$ cat config.mk
export PLATFORM = sky130hd
export DESIGN_NAME = imem_loader
export DESIGN_NICKNAME = d
export VERILOG_FILES = /design/src/rtl/imem_loader_pkg.sv /design/src/rtl/imem_loader_byte_packer.sv /design/src/rtl/imem_loader.sv
export SDC_FILE = /design/constraint.sdc
export NUM_CORES = 1
export LEC_CHECK = 0
export CAP_MARGIN = 40
export CORE_MARGIN = 2
export CORE_UTILIZATION = 54
export DETAILED_ROUTE_END_ITERATION = 8
export PLACE_DENSITY = 0.82
export SLEW_MARGIN = 10
export SYNTH_ARGS = -nofsm -noshare
export SYNTH_HDL_FRONTEND = slang
export SYNTH_SLANG_ARGS = --single-unit
$ cat constraint.sdc
create_clock -name clk -period 2.35 [get_ports clk]
set_clock_uncertainty 0.2 [all_clocks]
set_input_delay 0.705 -clock clk [delete_from_list [all_inputs] [get_ports clk]]
set_output_delay 0.705 -clock clk [all_outputs]
set_load 0.01 [all_outputs]
$ cat src/rtl/imem_loader_pkg.sv
// rtl/imem_loader_pkg.sv - state encoding and stream constants shared by the imem loader
package imem_loader_pkg;

  typedef enum logic [2:0] {
    S_IDLE,
    S_LEN0,
    S_LEN1,
    S_DATA,
    S_CSUM,
    S_DONE,
    S_ERR
  } state_t;

  localparam int BYTES_PER_WORD = 4;
  localparam int LEN_BYTES      = 2;

endpackage

$ cat src/rtl/imem_loader_byte_packer.sv
// rtl/imem_loader_byte_packer.sv - assembles accepted bytes little-endian into 32-bit words
module byte_packer
  import imem_loader_pkg::*;
(
  input  logic        clk,
  input  logic        rst,
  input  logic        clear,
  input  logic        byte_valid,
  input  logic [7:0]  byte_data,
  output logic        last_lane,
  output logic        word_valid,
  output logic [31:0] word
);

  logic [1:0]  lane;
  logic [23:0] low;

  assign last_lane = (lane == 2'(BYTES_PER_WORD - 1));

  always_ff @(posedge clk or negedge rst) begin
    if (!rst) begin
      lane       <= 2'd0;
      low        <= 24'd0;
      word_valid <= 1'b0;
      word       <= 32'd0;
    end else if (clear) begin
      lane       <= 2'd0;
      low        <= 24'd0;
      word_valid <= 1'b0;
      word       <= 32'd0;
    end else begin
      word_valid <= byte_valid && last_lane;
      if (byte_valid) begin
        lane <= lane + 2'd1;
        // The top byte goes straight into the word register; lower lanes wait in low.
        case (lane)
          2'd0:    low[7:0]   <= byte_data;
          2'd1:    low[15:8]  <= byte_data;
          2'd2:    low[23:16] <= byte_data;
          default: word       <= {byte_data, low};
        endcase
      end
    end
  end

endmodule

$ cat src/rtl/imem_loader.sv
// rtl/imem_loader.sv - boot loader: byte stream to instruction memory, checksum, core reset release
module imem_loader
  import imem_loader_pkg::*;
#(
  parameter int ADDR_W = 10,
  parameter int DATA_W = 32
) (
  input  logic              clk,
  input  logic              rst,
  input  logic [7:0]        in_data,
  input  logic              in_valid,
  output logic              in_ready,
  input  logic              start,
  output logic              imem_we,
  output logic [ADDR_W-1:0] imem_addr,
  output logic [DATA_W-1:0] imem_wdata,
  output logic              cpu_rst,
  output logic              done,
  output logic              error
);

  localparam int                LEN_W    = 8 * LEN_BYTES;
  localparam int                DEPTH    = 1 << ADDR_W;
  localparam logic [LEN_W:0]    DEPTH_L  = (LEN_W + 1)'(DEPTH);
  localparam logic [ADDR_W:0]   CNT_ONE  = 1;
  localparam logic [ADDR_W-1:0] ADDR_ONE = 1;

  state_t            state, state_nx;
  logic              accept;
  logic [7:0]        len_lo;
  logic [LEN_W-1:0]  len_full;
  logic [ADDR_W:0]   words_total;
  logic [ADDR_W:0]   word_cnt;
  logic              last_word;
  logic [7:0]        csum;
  logic              last_lane;
  logic              word_valid;
  logic [31:0]       word;

  assign accept    = in_valid && in_ready;
  assign len_full  = {in_data, len_lo};
  assign last_word = ((word_cnt + CNT_ONE) == words_total);
  assign done      = (state == S_DONE);
  assign error     = (state == S_ERR);
  assign imem_we   = word_valid;
  assign imem_wdata = word;

  byte_packer u_packer (
    .clk        (clk),
    .rst        (rst),
    .clear      (state == S_IDLE),
    .byte_valid (accept && (state == S_DATA)),
    .byte_data  (in_data),
    .last_lane  (last_lane),
    .word_valid (word_valid),
    .word       (word)
  );

  always_comb begin
    state_nx = state;
    in_ready = 1'b0;
    unique case (state)
      S_IDLE: state_nx = S_LEN0;
      S_LEN0: begin
        in_ready = 1'b1;
        if (in_valid) state_nx = S_LEN1;
      end
      S_LEN1: begin
        in_ready = 1'b1;
        if (in_valid) begin
          if ({1'b0, len_full} > DEPTH_L) state_nx = S_ERR;
          else if (len_full == '0)        state_nx = S_CSUM;
          else                            state_nx = S_DATA;
        end
      end
      S_DATA: begin
        in_ready = 1'b1;
        if (in_valid && last_lane && last_word) state_nx = S_CSUM;
      end
      S_CSUM: begin
        in_ready = 1'b1;
        if (in_valid) state_nx = (in_data == csum) ? S_DONE : S_ERR;
      end
      S_DONE, S_ERR: begin
        if (start) state_nx = S_IDLE;
      end
      default: state_nx = S_IDLE;
    endcase
  end

  always_ff @(posedge clk or negedge rst) begin
    if (!rst) begin
      state       <= S_IDLE;
      cpu_rst     <= 1'b0;
      len_lo      <= 8'd0;
      words_total <= '0;
      word_cnt    <= '0;
      csum        <= 8'd0;
      imem_addr   <= '0;
    end else begin
      state   <= state_nx;
      // Registered so the core sees a clean level that follows the DONE state exactly.
      cpu_rst <= (state_nx == S_DONE);
      if (state == S_IDLE) begin
        word_cnt  <= '0;
        csum      <= 8'd0;
        imem_addr <= '0;
      end else begin
        if (state == S_LEN0 && accept) len_lo <= in_data;
        if (state == S_LEN1 && accept) words_total <= len_full[ADDR_W:0];
        if (state == S_DATA && accept) begin
          csum <= csum ^ in_data;
          if (last_lane) word_cnt <= word_cnt + CNT_ONE;
        end
        if (word_valid) imem_addr <= imem_addr + ADDR_ONE;
      end
    end
  end

endmodule
==> metrics.yaml <==
run_status:
  status: "completed"
worst_setup_path:
  crit_arrival_ps: 1390
  crit_type: "register to output pin"
  critPathLaunchType: "register"
  crit_fanout: 6
  cp_top_family: "buffers and inverters"
  max_stage_delay_ps: 570
  cp-end-kind: "output pin"
  crit_path_cell_trace: "clkdlybuf4s50_1"
  critPathSlowestCell: "clkdlybuf4s50_1"
  path_buf_inv: 1
  crit_required_ps: 1440
yosys:
  syn_avg_cell_area_sq_um: 9.50
  ys_ff_latch: 111
  synthTopCellsByArea: "dfrtp_1, nand2_1, a21oi_1, mux2_2, nand3_1"
  yosysWarnings: 0
  synth_area_leader_cell: "dfrtp_1"
  synthesis.nets: 569
  synth_area_sq_um: 5220
  ys_types: 46
  synth_cells: 550
  async_reset_ff_frac: 1.00
  synthFlopType: "dfrtp_1"
  synth-edff-count: 0
  synth_top_area_frac: 0.532
  yosysSeqAreaShare: 0.532
cts:
  cts_tree: "built"
  holdBufCountCts: 0
  cts_buffers: 9
  clock_path_buffers: 2
  cts.sinks: 111
  clockRootBuffer: "clkbuf_8"
  path_clk_slew_ps: 100
  htree_levels: 3
  worstSkewPairLatency_ps: 380
drt:
  vias: 4311
  first_iter_violations: 270
  firstDrtPassIters: 5
  drc: 0
  routedWlPerCell_um: 16.2
  viasPerCell: 5.64
  drt.antenna.violating_nets: 0
  wirelength_mm: 12.4
timing:
  setup_viol: 0
  fin_ws_ps: 55.0
  clock.fmax_ghz: 0.436
  finalWorstPathRequiredPeriod_ps: 2290
  hold_violations: 0
  slew_headroom: 0.678
  final-max-slew-violation-count: 0
  min_period_over_period: 0.977
  worst-slew-pin-transition_ps: 482
grt:
  grt_max_degree: 66
  grt_pass1_wl_mm: 20.3
  track_usage: 0.250
  grt_antenna_before_repair: 0
  grt_overflow: 0
  grt_pass1_vias: 4276
die:
  fp.dieArea_sq_um: 10500
  start_util: 0.560
  die_h_um: 102
  core_area_sq_um: 9330
  ios: 59
  num_rows: 35
  die_w_um: 102
final_layout:
  layout_common_cells: "nand2_1, dfrtp_1, a21oi_1"
  multiInputGateArea_sq_um: 2320
  area_growth_pct: 24.0
  n_antenna_cell: 0
  final_common_cell: "nand2_1"
  final_area_sq_um: 6470
  n_fill_cell: 715
  drive_gt1_frac: 0.171
  regArea_sq_um: 2780
  fin_nets: 650
power_and_ir_drop:
  finalPower_mw: 5.67
  peakVddDrop_mv: 0.578
  p_per_area_nw_per_um2: 876
  power.leakage_nw: 2.72
worst_hold_path:
  min_path_type: "input port to asynchronous set/reset pin"
placement:
  place_area_sq_um: 6210
  gp_congestion: 0.878
  place_ws_ps: -609
  dp_hpwl_mm: 8.43
  portBuffers: 58
run:
  drv_cap: 0
==> Yosys cell counts (all sizes together), types with 2 or more instances <==
master	number
nand4	9
xnor2	23
mux2	20
o21ai	37
nor4	2
inv	4
xor2	12
and3	2
clkbuf	16
or3	2
a21oi	54
o31ai	4
nand2	131
dfrtp	111
nor3	7
ha	7
nor2	30
nand2b	2
a211oi	2
buf	20
nand3	38
==> routing by layer <==
metal	GRT usage	wire, um	vias to the layer above
met4	0.0831	200	0
met1	0.337	5460	2151
li1	-	-	2018
met2	0.413	6140	123
met5	0	0	-
met3	0.0445	620	19
==> state kept, by name (all words and copies together), names as in the netlist <==
register	flops
state	3
word_cnt	11
u_packer.word	32
csum	8
words_total	11
u_packer.lane	2
u_packer.word_valid	1
imem_addr	10
cpu_rst	1
len_lo	8
u_packer.low	24
==> timing repair <==
| action | CTS | global route |
|---|---|---|
| resized for setup | 12 | 12 |
| endpoints found under the hold margin | 0 | 0 |
| pin swaps | 0 | 5 |
| setup buffers | 2 | 1 |
| endpoints found under the setup margin | 8 | 17 |
==> through the flow <==
step / hold WS (ps) / TNS, ps / cells / util
3_3_place_gp: 270 / -15290 / 746 / 0.665
3_5_place_dp: 278 / -19450 / 746 / 0.665
2_1_floorplan: 209 / 0 / 550 / -
4_1_cts: 128 / 0 / 764 / 0.689
5_1_grt: 134 / -4.24 / 765 / 0.694
6_report: 113 / 0 / 765 / 0.694
==> worst paths after layout <==
kind / start / to / slack (ps) / cells after the start
setup / recovery: imem_addr[5]$_DFFE_PN0P_ / imem_addr[5] / 60 / 1
hold reg to reg: u_packer.low[0]$_DFFE_PN0P_ / u_packer.word[0]$_DFFE_PN0P_ / 310 / 2
min in group clk: u_packer.low[0]$_DFFE_PN0P_ / u_packer.word[0]$_DFFE_PN0P_ / 310 / 2
max in group asynchronous: rst / state[0]$_DFF_PN0_ / 1560 / 2
hold / removal: rst / imem_addr[4]$_DFFE_PN0P_ / 110 / 2
setup reg to reg: word_cnt[1]$_DFFE_PN0P_ / state[1]$_DFF_PN0_ / 130 / 7
==> final cells by class <==
type                       instances  area share
clock buffer                      10      0.0197
clock inverter                     6     0.00812
inverter                           5     0.00290
multi-input combinational        398       0.358
sequential                       111       0.430
tap                              129      0.0249
timing repair buffer             106       0.156
==> cells by family (layout without fill, tap and decap cells) <==
| group | Yosys count | after routing | synth area share |
|---|---|---|---|
| AND/OR/NAND/NOR | 230 | 230 | 0.196 |
| flip-flops | 111 | 111 | 0.532 |
| AO/OA/AOI/OAI | 104 | 104 | 0.108 |
| buffers and inverters | 41 | 127 | 0.0369 |
| XOR/XNOR | 35 | 35 | 0.0630 |
| multiplexers | 21 | 21 | 0.0450 |
| adder cells (fa/ha/maj) | 8 | 8 | 0.0187 |
==> where the power goes <==
group	internal [mW]	leakage [nW]	switching, mW
clock network	0.404	0.0854	0.680
logic	0.867	1.14	1.09
registers	2.29	1.49	0.340
No activity file was read; power rests on OpenSTA's default activity.
